$ cat src/rtl/ddr3_app_arbiter.sv
// ddr3_app_arbiter: round-robin sharing of one DDR3 app interface between two requesters,
// one burst per grant, read data routed back through an in-order port-tag FIFO.
module ddr3_app_arbiter #(
    parameter int ADDR_W = 28,
    parameter int DATA_W = 256,
    parameter int MASK_W = 32,
    parameter int RD_DEPTH = 8,
    parameter logic [2:0] CMD_WRITE = 3'b000,
    parameter logic [2:0] CMD_READ = 3'b001
) (
    input  logic              clk_i,
    input  logic              rst_n_i,
    input  logic              init_calib_complete_i,
    input  logic              rq0_valid_i,
    input  logic              rq0_write_i,
    input  logic [ADDR_W-1:0] rq0_addr_i,
    input  logic [DATA_W-1:0] rq0_wdata_i,
    input  logic [MASK_W-1:0] rq0_mask_i,
    output logic              rq0_ready_o,
    output logic [DATA_W-1:0] rq0_rd_data_o,
    output logic              rq0_rd_valid_o,
    input  logic              rq1_valid_i,
    input  logic              rq1_write_i,
    input  logic [ADDR_W-1:0] rq1_addr_i,
    input  logic [DATA_W-1:0] rq1_wdata_i,
    input  logic [MASK_W-1:0] rq1_mask_i,
    output logic              rq1_ready_o,
    output logic [DATA_W-1:0] rq1_rd_data_o,
    output logic              rq1_rd_valid_o,
    output logic [2:0]        app_cmd_o,
    output logic              app_en_o,
    output logic [ADDR_W-1:0] app_addr_o,
    input  logic              app_rdy_i,
    output logic [DATA_W-1:0] app_wdf_data_o,
    output logic [MASK_W-1:0] app_wdf_mask_o,
    output logic              app_wdf_end_o,
    output logic              app_wdf_wren_o,
    input  logic              app_wdf_rdy_i,
    input  logic [DATA_W-1:0] app_rd_data_i,
    input  logic              app_rd_data_valid_i,
    output logic              rd_err_o
);
    localparam int PW = $clog2(RD_DEPTH);
    localparam int CW = PW + 1;
    typedef enum logic {IDLE, ISSUE} state_t;
    state_t state_q, state_d;
    logic              port_q, pref_q, cmd_pend_q, wd_pend_q, rd_err_q;
    logic [2:0]        cmd_q;
    logic [ADDR_W-1:0] addr_q;
    logic [DATA_W-1:0] wdata_q, rd_data_q;
    logic [MASK_W-1:0] mask_q;
    logic [RD_DEPTH-1:0] tag_q;
    logic [PW-1:0]     wptr_q, rptr_q;
    logic [CW-1:0]     cnt_q;
    logic [1:0]        rd_valid_q;
    logic full, el0, el1, win, grant, done, push, pop;
    assign full  = cnt_q == CW'(RD_DEPTH);
    assign el0   = rq0_valid_i & (rq0_write_i | ~full);
    assign el1   = rq1_valid_i & (rq1_write_i | ~full);
    assign win   = (el0 & el1) ? pref_q : el1;
    assign grant = init_calib_complete_i & (el0 | el1);
    // Transaction completes once neither handshake is still outstanding after this cycle's fires.
    assign done  = (state_q == ISSUE) & ~(cmd_pend_q & ~app_rdy_i) & ~(wd_pend_q & ~app_wdf_rdy_i);
    assign push  = cmd_pend_q & app_rdy_i & (cmd_q == CMD_READ);
    assign pop   = app_rd_data_valid_i & (cnt_q != '0);
    always_ff @(posedge clk_i) begin
        if (!rst_n_i) state_q <= IDLE;
        else          state_q <= state_d;
    end
    always_comb begin
        state_d = (state_q == IDLE) ? (grant ? ISSUE : IDLE) : (done ? IDLE : ISSUE);
    end
    always_comb begin
        app_en_o       = cmd_pend_q & app_rdy_i;
        app_wdf_wren_o = wd_pend_q & app_wdf_rdy_i;
        app_wdf_end_o  = wd_pend_q & app_wdf_rdy_i;
        rq0_ready_o    = done & ~port_q;
        rq1_ready_o    = done & port_q;
        app_cmd_o      = cmd_q;
        app_addr_o     = addr_q;
        app_wdf_data_o = wdata_q;
        app_wdf_mask_o = mask_q;
        rq0_rd_data_o  = rd_data_q;
        rq1_rd_data_o  = rd_data_q;
        rq0_rd_valid_o = rd_valid_q[0];
        rq1_rd_valid_o = rd_valid_q[1];
        rd_err_o       = rd_err_q;
    end
    always_ff @(posedge clk_i) begin
        if (!rst_n_i) begin
            port_q     <= 1'b0;
            pref_q     <= 1'b0;
            cmd_pend_q <= 1'b0;
            wd_pend_q  <= 1'b0;
            cmd_q      <= CMD_READ;
            addr_q     <= '0;
            wdata_q    <= '0;
            mask_q     <= '0;
            tag_q      <= '0;
            wptr_q     <= '0;
            rptr_q     <= '0;
            cnt_q      <= '0;
            rd_valid_q <= '0;
            rd_data_q  <= '0;
            rd_err_q   <= 1'b0;
        end else begin
            if (state_q == IDLE && grant) begin
                port_q     <= win;
                pref_q     <= ~win;
                cmd_pend_q <= 1'b1;
                wd_pend_q  <= win ? rq1_write_i : rq0_write_i;
                cmd_q      <= (win ? rq1_write_i : rq0_write_i) ? CMD_WRITE : CMD_READ;
                addr_q     <= win ? rq1_addr_i : rq0_addr_i;
                wdata_q    <= win ? rq1_wdata_i : rq0_wdata_i;
                mask_q     <= win ? rq1_mask_i : rq0_mask_i;
            end else begin
                cmd_pend_q <= cmd_pend_q & ~app_rdy_i;
                wd_pend_q  <= wd_pend_q & ~app_wdf_rdy_i;
            end
            if (push) begin
                tag_q[wptr_q] <= port_q;
                wptr_q        <= wptr_q + 1'b1;
            end
            if (pop) rptr_q <= rptr_q + 1'b1;
            cnt_q      <= cnt_q + CW'(push) - CW'(pop);
            rd_valid_q <= {pop & tag_q[rptr_q], pop & ~tag_q[rptr_q]};
            if (app_rd_data_valid_i) rd_data_q <= app_rd_data_i;
            if (app_rd_data_valid_i && cnt_q == '0) rd_err_q <= 1'b1;
        end
    end
endmodule

$ cat config.mk
export PLATFORM = sky130hd
export DESIGN_NAME = ddr3_app_arbiter
export DESIGN_NICKNAME = d
export VERILOG_FILES = /design/src/rtl/ddr3_app_arbiter.sv
export SDC_FILE = /design/constraint.sdc
export NUM_CORES = 1
export LEC_CHECK = 0
export CAP_MARGIN = 25
export CORE_AREA = 2 2 668 670
export CTS_BUF_LIST = sky130_fd_sc_hd__clkbuf_16
export DETAILED_ROUTE_END_ITERATION = 8
export DIE_AREA = 0 0 670 672
export MAX_ROUTING_LAYER = met4
export SLEW_MARGIN = 20
export SYNTH_ARGS = -nofsm -noshare
export SYNTH_HDL_FRONTEND = slang
export SYNTH_SLANG_ARGS = --single-unit
$ cat constraint.sdc
create_clock -name clk_i -period 7.2 [get_ports clk_i]
set_clock_uncertainty 0.1 [all_clocks]
set_input_delay 2.16 -clock clk_i [delete_from_list [all_inputs] [get_ports clk_i]]
set_output_delay 2.16 -clock clk_i [all_outputs]
set_load 0.02 [all_outputs]
# Word-level counts from Yosys, hierarchy flattened
# Cells that the tools add are included.
[op_classes]
addsub = 4
reduce_logical = 5
eq_ne = 2
n_lt_le_gt_ge = 3
n_mux = 16
bitwise = 28
[op_table]
columns = ["cell", "count"]
rows = [
  ["$mux W256", 1],
  ["$mux W32", 1],
  ["$mux W28", 1],
  ["$and A1 B1 Y1", 16],
  ["$mux W1", 10],
  ["$not A1 Y1", 9],
  ["$bwmux W8", 1],
  ["$lt A3 B4 Y1 const B", 2],
  ["$add A3 B1 Y3 const B", 2],
  ["$add A4 B1 Y4", 1],
  ["$eq A4 B4 Y1 const B", 1],
  ["$logic_not A4 Y1", 1],
  ["$reduce_bool A4 Y1", 1],
  ["$sub A4 B1 Y4", 1],
  ["$bmux W1 S3", 1],
  ["$demux W1 S3", 1],
  ["$eq A3 B1 Y1 const B", 1],
  ["$ge A3 B1 Y1 const B", 1],
  ["$logic_and A1 B1 Y1", 3],
  ["$or A1 B1 Y1", 3],
]
[totals]
input_bits = 898
output_inout_bits = 839
regBits = 601
wordCells = 74

# Depth between registers and ports, before layout
# Gate-level depths: netlist (run 1).
[depth]
word_depth = 8
ltp_mapped = 11
ltp_nobuf = 10

# Worst setup path after synthesis (run 1)
# No wires, ideal clock.
[synth_path]
kind = "input port to output port"
startpoint = "input app_wdf_rdy_i"
endpoint = "output rq0_ready_o"
required_time_ns = 4.940
path_buffers = 0
stages = 3
slack_ns = 2.271
t_arrival_ns = 2.669
path_cell_list = "nor2b_1 nand3b_1 nor2_1"
[synth_via]
elab_chain_cells = 5
[synth_lines]
columns = ["item", "line", "source"]
rows = [
  ["start, declared", "38", "input logic app_wdf_rdy_i,"],
  ["$not A1 Y1", "63", "assign done = (state_q == ISSUE) & ~(cmd_pend_q & ~app_rdy_i) & ~(wd_pend_q & ~app_wdf_rdy_i);"],
  ["$and A1 B1 Y1", "63", ""],
  ["$not A1 Y1", "63", ""],
  ["$and A1 B1 Y1", "63", ""],
  ["$and A1 B1 Y1", "77", "rq0_ready_o = done & ~port_q;"],
  ["end, declared", "19", "output logic rq0_ready_o,"],
]
# Every way passes these cells.

# Final worst setup path (run 1)
[layout_path]
startpoint = "input app_rdy_i"
endpoint = "output rq1_ready_o"
[layout_via]
elab_chain_cells = 6
[layout_lines]
columns = ["item", "line", "source"]
rows = [
  ["start, declared", "33", "input logic app_rdy_i,"],
  ["$not A1 Y1", "63", ""],
  ["$and A1 B1 Y1", "63", ""],
  ["$not A1 Y1", "63", ""],
  ["$and A1 B1 Y1 (2 in a row)", "63", ""],
  ["$and A1 B1 Y1", "78", "rq1_ready_o = done & port_q;"],
  ["end, declared", "27", "output logic rq1_ready_o,"],
]
# Every way passes these cells.

==> impl_results.md, run 1 <==
- H-Tree Depth: 3
- DRC: 0
- Final cell count without fillers: 10239
- Antenna violations before repair: about 370
- Dpl hpwl: 314000 µm
- Peak VDD IR: around 160 µV
- GRT Overall Usage: 15.4%
- Critical path class: in -> out
- Final worst path period share: 88.9%
- CTS clk-pin slew, worst paths: ~0.05 ns
- Power per Cell Area: 221 nW/µm²
- Vias after detailed routing: between 20000 and 30000
- Critical Path Start Type: input port
- Area growth syn-to-layout: 97.8%
- Setup_tns: 0 ns
- Vias per cell: 2.81
- Initial Utilization: slightly below 6%
- Clock Latency Late Sink: slightly above 0.8 ns
- Synth Flop Type: dfxtp_1
- Syn. warnings: 0
- Initial drt markers: approximately 2500
- EDFF count, synth: 0
- WL/cell: 34.5 µm
- WL final: between 300000 and 400000 µm
- Worst hold path type: reg -> reg
- IO buf count: about 1700
- Final Hold Vio Count: 0
- Max Slew Vio Count: 0
- Die width: between 600 and 700 µm
- Fraction of layout cells with a size suffix above 1: around 4.3%
- Die Y: roughly 670 µm
- Largest net degree at the start of global routing: 150
- Tmin final: about 6.4 ns
- Reg2reg path depth: 8
- CORE AREA: around 440000 µm²
- Max frequency: 156 MHz
- Slew headroom: between 20% and 30%
- Crit path to: rq1_ready_o
- CTS tree: built
- Unrepaired setup endpoints after global routing: no
- Row count: between 200 and 250
- Multi-input combinational cell area: between 10000 and 15000 µm²
- Critical path launch point: app_rdy_i
- R2r setup slk: about 4 ns
- Post_cts resized: 0
- Sink Count: 599
- Top-Level Pins: 1737
- Post-synth cell types: 42
- Final Wtd Congestion: 0.991
- Asr flop ratio synth: 0%
- Final setup violation count: 0
- Root Driver: clkbuf_16
- Reg-to-reg startpoint: cnt_q[2]
- Setup Fix Bufs, Post-CTS: 0
- GRT overflow: 0
- Placed Cells: a little under 10000
- Antenna Nets Post-Route: 0
- Max Root-Sink Buffers: 4
- R2r endpoint: app_wdf_data_o[30]
- Die area: about 450000 µm²
- Hold Buf Count CTS: 0
- Crit path max fanout: 4
- Synth Instances: 2669
- Synth Register Bits: 599
- Slew @ Worst Pin: ~1.2 ns
- Part of the Yosys area used for sequential elements: a little under half
- Crit. End Element: primary output
- # nets final: between 4000 and 5000
- First-pass GRT wire length: roughly 410000 µm
- Mapped Area: around 26000 µm²
- Outcome: finished clean
- Fill cell count: 50931
- CP required: 4.94 ns
- DRT Pass-1 Iters: 5
- Avg Cell Area, Syn: between 9 and 10 µm²
- Total CTS buffers: between 80 and 90
- Crit path arrival time: ~4.1 ns
- Sequential cell area: about 12000 µm²
- Max-cap violations: 0
- P_leak: around 17 nW
- Vias in the first global route: about 26000
per-layer routing:
| metal | part of all wire, % | routed length, µm | vias to the layer above | global-route usage [%] |
|---|---|---|---|---|
| li1 | - | - | 12306 | - |
| met1 | 33 | 115000 | 13855 | 14.1 |
| met2 | 49 | 172000 | 1961 | 26.2 |
| met3 | 14 | 49700 | 641 | 9.53 |
| met4 | 4.5 | 15700 | 0 | 5.36 |
| met5 | 0 | 0 | - | - |
registers in the layout (all words and copies together), names as in the netlist, 2 cells and up:
register / flops
rptr_q: 3
wptr_q: 3
app_wdf_data_o: 256
rq0_rd_data_o: 256
app_wdf_mask_o: 32
app_addr_o: 28
cnt_q: 4
tag_q: 8
rd_valid_q: 2
cells in the mapped netlist, types with 9 or more instances:
master / count / share of area [%]
a221o_1: 316 / 12
and2_1: 9 / 0.22
buf_1: 24 / 0.35
buf_2: 28 / 0.54
buf_4: 263 / 7.6
buf_6: 26 / 1.1
clkbuf_1: 157 / 2.3
dfxtp_1: 599 / 46
inv_1: 9 / 0.13
mux2i_1: 263 / 10
nand2_1: 321 / 4.6
nor2b_1: 265 / 6.4
nor3_1: 320 / 6.2
critical path, cell delays in order:
cell             delay (ns)
clkdlybuf4s50_1        0.62
nand2b_1               0.20
nand3b_1               0.17
nor2_1                 0.16
buf_4                  0.18
clkdlybuf4s50_1        0.63
stage by stage:
step                power (W)  util (%)  worst slack [ns]  hold slack (ns)  cell area (µm²)
floorplan             0.00517         -              2.27            0.354            26000
global placement      0.00713      10.8             0.827            0.357            48100
detailed placement    0.00714      10.9             0.799            0.370            48200
CTS                    0.0116      11.5             0.790            0.383            50900
global route           0.0118      11.6             0.723            0.406            51400
finish                 0.0114      11.6             0.797            0.372            51400
placed cells by master (no fill, tap or decap), types with 5 or more instances in the layout:
master / n
clkdlybuf4s50_1: 1722
dfxtp_1: 599
nand2_1: 321
nor3_1: 320
a221o_1: 316
nor2b_1: 265
mux2i_1: 263
diode_2: 219
clkbuf_16: 86
buf_4: 34
inv_1: 23
clkinv_1: 16
buf_12: 13
and2_1: 9
a21boi_0: 8
inv_6: 8
ha_1: 7
clkinv_2: 7
bufinv_16: 7
nand3_1: 6
nand2b_1: 6
xnor2_1: 5
layout make-up:
cell class	count	share of cell area, %
multi-input combinational	1564	21.2
tap	5928	14.4
sequential	599	23.3
clock buffer	86	4.19
timing repair buffer	1773	34.7
clock inverter	61	1.05
antenna	219	1.07
inverter	9	0.0657
worst min-delay path by stage:
stage / end / slack (ns) / cells past startpoint / from
floorplan: tag_q[6] / 0.35 / 2 / tag_q[6]
global placement: rd_err_o / 0.36 / 1 / rd_err_o
detailed placement: rd_err_o / 0.37 / 1 / rd_err_o
CTS: rd_err_o / 0.38 / 1 / rd_err_o
global route: rd_err_o / 0.41 / 1 / rd_err_o
finish: rd_err_o / 0.37 / 1 / rd_err_o
cell families (layout without fill, tap and decap cells):
kind of cell	Yosys count	after routing	synth area share [%]
AO/OA/AOI/OAI	335	335	12.7
XOR/XNOR	7	7	0.236
adder cells (fa/ha/maj)	8	8	0.414
buffers and inverters	507	1929	12.0
flip-flops	599	599	46.1
multiplexers	265	265	10.3
other	1	221	0.0144
AND/OR/NAND/NOR	947	947	18.2
power breakdown:
| group | leakage, nW | switching, W | internal (W) |
|---|---|---|---|
| logic | 10.9 | 0.00174 | 0.00140 |
| clock network | 1.36 | 0.00191 | 0.00243 |
| registers | 4.92 | 0.000277 | 0.00363 |
| total | 17.2 | 0.00393 | 0.00745 |
No activity file was read; power rests on OpenSTA's default activity.
==> run 2, diff against run 1 <==
==> config.mk (replaced) <==
export PLATFORM = sky130hd
export DESIGN_NAME = ddr3_app_arbiter
export DESIGN_NICKNAME = d
export VERILOG_FILES = /design/src/rtl/ddr3_app_arbiter.sv
export SDC_FILE = /design/constraint.sdc
export NUM_CORES = 1
export LEC_CHECK = 0
export CAP_MARGIN = 25
export CORE_AREA = 2 2 680 682
export CTS_BUF_LIST = sky130_fd_sc_hd__clkbuf_2 sky130_fd_sc_hd__clkbuf_4 sky130_fd_sc_hd__clkbuf_8
export DETAILED_ROUTE_END_ITERATION = 8
export DIE_AREA = 0 0 682 684
export SYNTH_ARGS = -nofsm -noshare
export SYNTH_HDL_FRONTEND = slang
export SYNTH_SLANG_ARGS = --single-unit
==> run 2 against run 1 <==
  * Sequential power about the same
  * Largest power group unchanged
  * Clock power decreased by 7.4%
  * Critical endpoint unchanged
  * Total power decreased by 2.7%
  * Critical path type unchanged
  * Die area increased by 3.6%
  * Via count increased by 1.6%
  * Utilization decreased by 0.36 points
  * Largest cell class unchanged
==> impl_results.md, run 2 (same netlist as run 1, synthesis figures left out) <==
- Critical path launch point: app_rdy_i (unchanged)
- Worst hold path type: reg -> reg (unchanged)
- Total CTS buffers: 121 (was 86)
- Worst path slowest cell: clkdlybuf4s50_1 (unchanged)
- Vias per cell: 2.80 (was 2.81)
- DRT Pass-1 Iters: 5 (unchanged)
- Fraction of layout cells with a size suffix above 1: 6.61% (was 4.30%)
- H-Tree Depth: 3 (unchanged)
- Most frequent cells in the layout: clkdlybuf4s50_1 (1722), dfxtp_1 (599), nand2_1 (321), nor3_1 (320), a221o_1 (316) (unchanged)
- Hold Buf Count CTS: 0 (unchanged)
- Switching pwr: 0.00387 W (was 0.00393 W)
- GRT Overall Usage: 14.1% (was 15.4%)
- First-pass GRT wire length: 402000 µm (was 412000 µm)
- CORE AREA: 459000 µm² (was 444000 µm²)
- Setup_tns: 0 ns (unchanged)
- Area growth syn-to-layout: 98.4% (was 97.8%)
- Crit path max fanout: 4 (unchanged)
- Final Wtd Congestion: 0.978 (was 0.991)
- Power per Cell Area: 215 nW/µm² (was 221 nW/µm²)
- Max frequency: 146 MHz (was 156 MHz)
- Combinational Power Share: 28.5% (was 27.6%)
- WL/cell: 33.1 µm (was 34.5 µm)
- Slew @ Worst Pin: 1.29 ns (was 1.18 ns)
- CTS clk-pin slew, worst paths: 0.06 ns (was 0.05 ns)
- Max Root-Sink Buffers: 4 (unchanged)
- Most used cell, CP: clkdlybuf4s50_1 (unchanged)
- Sink Count: 599 (unchanged)
- Sw frac: 34.9% (was 34.5%)
- Max-cap violations: 0 (unchanged)
- CTS tree: built (unchanged)
- Dpl hpwl: 308000 µm (was 314000 µm)
- Crit path arrival time: 4.58 ns (was 4.14 ns)
- Peak VDD IR: 149 µV (was 160 µV)
- Largest stage delay, worst path: 0.69 ns (was 0.63 ns)
- Setup slack at placement: 0.403 ns (was 0.799 ns)
- Antenna Nets Post-Route: 0 (unchanged)
- Vias in the first global route: 26341 (was 26386)
- Slew headroom: 14.1% (was 21.4%)
- DRC: 0 (unchanged)
- Die width: 682 µm (was 670 µm)
- Outcome: finished clean (unchanged)
- Most common cell after layout, fill and taps aside: clkdlybuf4s50_1 (unchanged)
- P_leak: 17.3 nW (was 17.2 nW)
- Max Slew Vio Count: 0 (unchanged)
- Setup Fix Bufs, Post-CTS: 0 (unchanged)
- Largest net degree at the start of global routing: 181 (was 150)
- Vias after detailed routing: 29228 (was 28763)
- Sequential Power Share: 35.2% (was 34.3%)
- Initial Utilization: 5.66% (was 5.86%)
- Clock share of power: 36.3% (was 38.1%)
- Die area: 466000 µm² (was 450000 µm²)
- Final worst path period share: 95.1% (was 88.9%)
- Unrepaired setup endpoints after global routing: no (unchanged)
- Power Internal: 0.00720 W (was 0.00745 W)
- Critical path class: in -> out (unchanged)
- Row count: 249 (was 245)
- Top-Level Pins: 1737 (unchanged)
- Final Hold Vio Count: 0 (unchanged)
- Reg-to-reg startpoint: cnt_q[2] (unchanged)
- Post_cts resized: 0 (unchanged)
- Hold Path Origin: tag_q[5] (was rd_err_o)
- IO buf count: 1734 (unchanged)
- Critical Path Start Type: input port (unchanged)
- Antenna violations before repair: 349 (was 366)
- Die Y: 684 µm (was 672 µm)
- CP required: 4.94 ns (about the same)
- Root Driver: clkbuf_8 (was clkbuf_16)
- Final setup violation count: 0 (unchanged)
- Initial drt markers: 2539 (was 2536)
- WL final: 346000 µm (was 353000 µm)
- Crit. End Element: primary output (unchanged)
- Worst-path cell chain: clkdlybuf4s50_1 -> nand2b_1 -> nand3b_1 -> nor2_1 -> buf_4 -> clkdlybuf4s50_1 (unchanged)
- GRT overflow: 0 (unchanged)
- Clock Latency Late Sink: 1.00 ns (was 0.81 ns)
- Final WS setup: 0.356 ns (was 0.797 ns)
- Tmin final: 6.84 ns (was 6.40 ns)
- # nets final: 4978 (was 4939)
run 2: changes by cell type in the layout (fill, tap and decap cells not counted), sizes merged:
| cell | delta |
|---|---|
| inv | -20 |
| clkbuf | +91 |
| clkinv | -5 |
| buf | +4 |
| bufinv | -2 |
| clkinvlp | +1 |
| diode | -82 |
run 2: path summary, 6_finish.rpt:
path / slack (ns) / cells after the start / to
max: 0.36 / 6 / rq1_ready_o
min reg2reg: 0.39 / 2 / tag_q[5]
max reg2reg: 3.77 / 7 / app_wdf_data_o[14]
min: 0.39 / 2 / tag_q[5]
run 2: cell type report:
cell class / count / area [µm²]
antenna: 137 / 343
fill: 52763 / 407000
clock buffer: 177 / 2230
sequential: 599 / 12000
timing repair buffer: 1777 / 18000
clock inverter: 35 / 358
inverter: 9 / 33.8
multi-input combinational: 1564 / 10900
tap: 6149 / 7690
run 2: power by group through the flow:
stage	Combinational [W]	Clock, W	Sequential, W
6_report	0.00315	0.00402	0.00390
5_1_grt	0.00327	0.00429	0.00392
4_1_cts	0.00319	0.00418	0.00389
3_3_place_gp	0.00316	0	0.00395
3_5_place_dp	0.00317	0	0.00396
2_1_floorplan	0.000962	0	0.00421
run 2: per-layer routing:
layer  up-vias  part of all wire [%]  global-route usage, %  routed length (µm)
met1     13704                    32                   13.2              111000
li1      12254                     -                      -                   -
met4       264                   5.2                   5.92               18000
met3       906                    15                   9.62               51700
met2      2100                    47                   23.9              163000
met5         -                  0.51                      0                1770
run 2: per-stage QoR:
stage               total power [W]  util, %  area [µm²]  instances  hold slack (ns)
global placement            0.00711     10.6       48400      10091            0.373
global route                 0.0115     11.2       51400      10405            0.413
finish                       0.0111     11.2       51600      10447            0.391
CTS                          0.0113     11.1       51200      10308            0.391
floorplan                   0.00517        -       26000       2670            0.354
detailed placement          0.00713     10.6       48600      10096            0.383
run 2: critical path, delay by kind of cell:
kind,cells,cell delay [ns]
buf+inv,3,1.54
simple gates,3,0.85
==> run 3, diff against run 2 <==
--- a/config.mk
+++ b/config.mk
@@ -10,6 +10,7 @@
 export CTS_BUF_LIST = sky130_fd_sc_hd__clkbuf_2 sky130_fd_sc_hd__clkbuf_4 sky130_fd_sc_hd__clkbuf_8
 export DETAILED_ROUTE_END_ITERATION = 8
 export DIE_AREA = 0 0 682 684
+export SLEW_MARGIN = 40
 export SYNTH_ARGS = -nofsm -noshare
 export SYNTH_HDL_FRONTEND = slang
 export SYNTH_SLANG_ARGS = --single-unit
==> run 3 against run 2 <==
  * Cell count is essentially flat
  * Clock-buffer cell count grew 4
  * Utilization is essentially flat
  * Setup slack gained 0.18 ns
  * Die area is the same
  * Sequential share of layout area is essentially flat
  * Combinational power is essentially flat
  * Largest power group unchanged
  * Maximum frequency grew 2.8%
  * Highest routed layer unchanged
  * Global-route usage is essentially flat
  * First-iteration DRC count grew 8.8%
  * Design area shrank 0.17%
  * Register-to-register slack gained 0.02 ns
  * Critical path type unchanged
==> impl_results.md, run 3 (same netlist as run 1, synthesis figures left out) <==
- Outcome: finished clean (unchanged)
- Final worst path period share: 92.5% (was 95.1%)
- Vias after detailed routing: 29389 (was 29228)
- Dpl hpwl: 308000 µm (about the same)
- Area growth syn-to-layout: 98.0% (was 98.4%)
- Crit. End Element: primary output (unchanged)
- DRC: 0 (unchanged)
- Power per Cell Area: 220 nW/µm² (was 215 nW/µm²)
- Max-cap violations: 0 (unchanged)
- WL final: 347000 µm (was 346000 µm)
- CORE AREA: 459000 µm² (unchanged)
- Row count: 249 (unchanged)
- IO buf count: 1734 (unchanged)
- GRT overflow: 0 (unchanged)
- CP required: 4.94 ns (about the same)
- Setup slack at placement: 0.422 ns (was 0.403 ns)
- Final instance area: 51500 µm² (was 51600 µm²)
- Max Root-Sink Buffers: 4 (unchanged)
- Clock Latency Late Sink: 1.05 ns (was 1.00 ns)
- Initial Utilization: 5.66% (unchanged)
- Final Hold Vio Count: 0 (unchanged)
- Top-Level Pins: 1737 (unchanged)
- Unrepaired setup endpoints after global routing: no (unchanged)
- Antenna Nets Post-Route: 0 (unchanged)
- CTS tree: built (unchanged)
- Hold_ws: 0.396 ns (was 0.391 ns)
- Setup Fix Bufs, Post-CTS: 0 (unchanged)
- Fraction of layout cells with a size suffix above 1: 7.53% (was 6.61%)
- Fill cell count: 52813 (was 52763)
- Pwr Total: 0.0113 W (was 0.0111 W)
- Critical path class: in -> out (unchanged)
- Final setup violation count: 0 (unchanged)
- Largest net degree at the start of global routing: 181 (unchanged)
- P_leak: 17.4 nW (was 17.3 nW)
- Sequential cell area: 12000 µm² (unchanged)
- # nets final: 4976 (was 4978)
- Hold Buf Count CTS: 0 (unchanged)
- Peak VDD IR: 148 µV (was 149 µV)
- Root Driver: clkbuf_8 (unchanged)
- Slew headroom: 27.0% (was 14.1%)
- Antenna violations before repair: 354 (was 349)
- Crit path max fanout: 4 (unchanged)
- Slew @ Worst Pin: 1.09 ns (was 1.29 ns)
- Tmin final: 6.66 ns (was 6.84 ns)
- Multi-input combinational cell area: 10900 µm² (unchanged)
- Post_cts resized: 0 (unchanged)
- WL/cell: 33.2 µm (was 33.1 µm)
- Initial drt markers: 2763 (was 2539)
- H-Tree Depth: 3 (unchanged)
- Max frequency: 150 MHz (was 146 MHz)
- Die width: 682 µm (unchanged)
- Total CTS buffers: 121 (unchanged)
- Setup_tns: 0 ns (unchanged)
- Crit path arrival time: 4.40 ns (was 4.58 ns)
- Die area: 466000 µm² (unchanged)
- Final WS setup: 0.540 ns (was 0.356 ns)
- Vias in the first global route: 26451 (was 26341)
- Die Y: 684 µm (unchanged)
- Post-DP Area: 48300 µm² (was 48600 µm²)
- Vias per cell: 2.81 (was 2.80)
- Most frequent cells in the layout: clkdlybuf4s50_1 (1678), dfxtp_1 (599), nand2_1 (321), nor3_1 (320), a221o_1 (316) (was clkdlybuf4s50_1 (1722), dfxtp_1 (599), nand2_1 (321), nor3_1 (320), a221o_1 (316))
- First-pass GRT wire length: 403000 µm (was 402000 µm)
- Critical Path Start Type: input port (unchanged)
- Sink Count: 599 (unchanged)
- Worst hold path type: reg -> reg (unchanged)
- Max Slew Vio Count: 0 (unchanged)
- GRT Overall Usage: 14.1% (about the same)
- CTS clk-pin slew, worst paths: 0.06 ns (about the same)
- DRT Pass-1 Iters: 6 (was 5)
- Final Wtd Congestion: 0.978 (unchanged)
- Most common cell after layout, fill and taps aside: clkdlybuf4s50_1 (unchanged)
## run 3: cell types whose count changed in the layout (fill, tap and decap cells not counted), moves of 6 or more
cell,previous run,this run
clkbuf_8,144,153
clkinv_2,17,9
clkdlybuf4s50_1,1722,1678
diode_2,137,148
bufinv_16,5,11
buf_2,0,44
## run 3: worst paths after layout
kind | from | to | slack (ns) | depth (start not counted)
worst max-delay path | app_rdy_i | rq1_ready_o | 0.54 | 6
worst max register to register | cnt_q[2] | app_wdf_data_o[22] | 3.79 | 8
worst min register to register | tag_q[7] | tag_q[7] | 0.40 | 2
worst min-delay path | tag_q[7] | tag_q[7] | 0.40 | 2
## run 3: layer usage
layer	share of wire, %	GRT usage (%)	wire length (µm)	vias up
li1	-	-	-	12267
met1	32	13.3	111000	13836
met2	47	24.1	165000	2125
met3	15	9.52	51800	915
met4	5.0	5.65	17400	246
met5	0.47	0	1630	-
## run 3: power by group
part | total (W) | internal (W) | switching [W]
clock | 0.00427 | 0.00244 | 0.00183
sequential | 0.00390 | 0.00363 | 0.000271
combinational | 0.00313 | 0.00139 | 0.00174
## run 3: through the flow
stage / utilization, % / std cells
2_1_floorplan: - / 2670
3_3_place_gp: 10.6 / 10091
3_5_place_dp: 10.5 / 10094
4_1_cts: 11.1 / 10302
5_1_grt: 11.2 / 10379
6_report: 11.2 / 10452
## run 3: area by class of cell
type | instances | area share (%)
timing repair buffer | 1775 | 34.4
sequential | 599 | 23.3
multi-input combinational | 1564 | 21.2
tap | 6149 | 14.9
clock buffer | 181 | 4.50
clock inverter | 27 | 0.868
antenna | 148 | 0.720
inverter | 9 | 0.0656
## run 3: critical path, cell delays in order
cell and delay [ns]:
clkdlybuf4s50_1 0.70, nand2b_1 0.19, nand3b_1 0.16, nor2_1 0.34, buf_4 0.21, clkdlybuf4s50_1 0.61
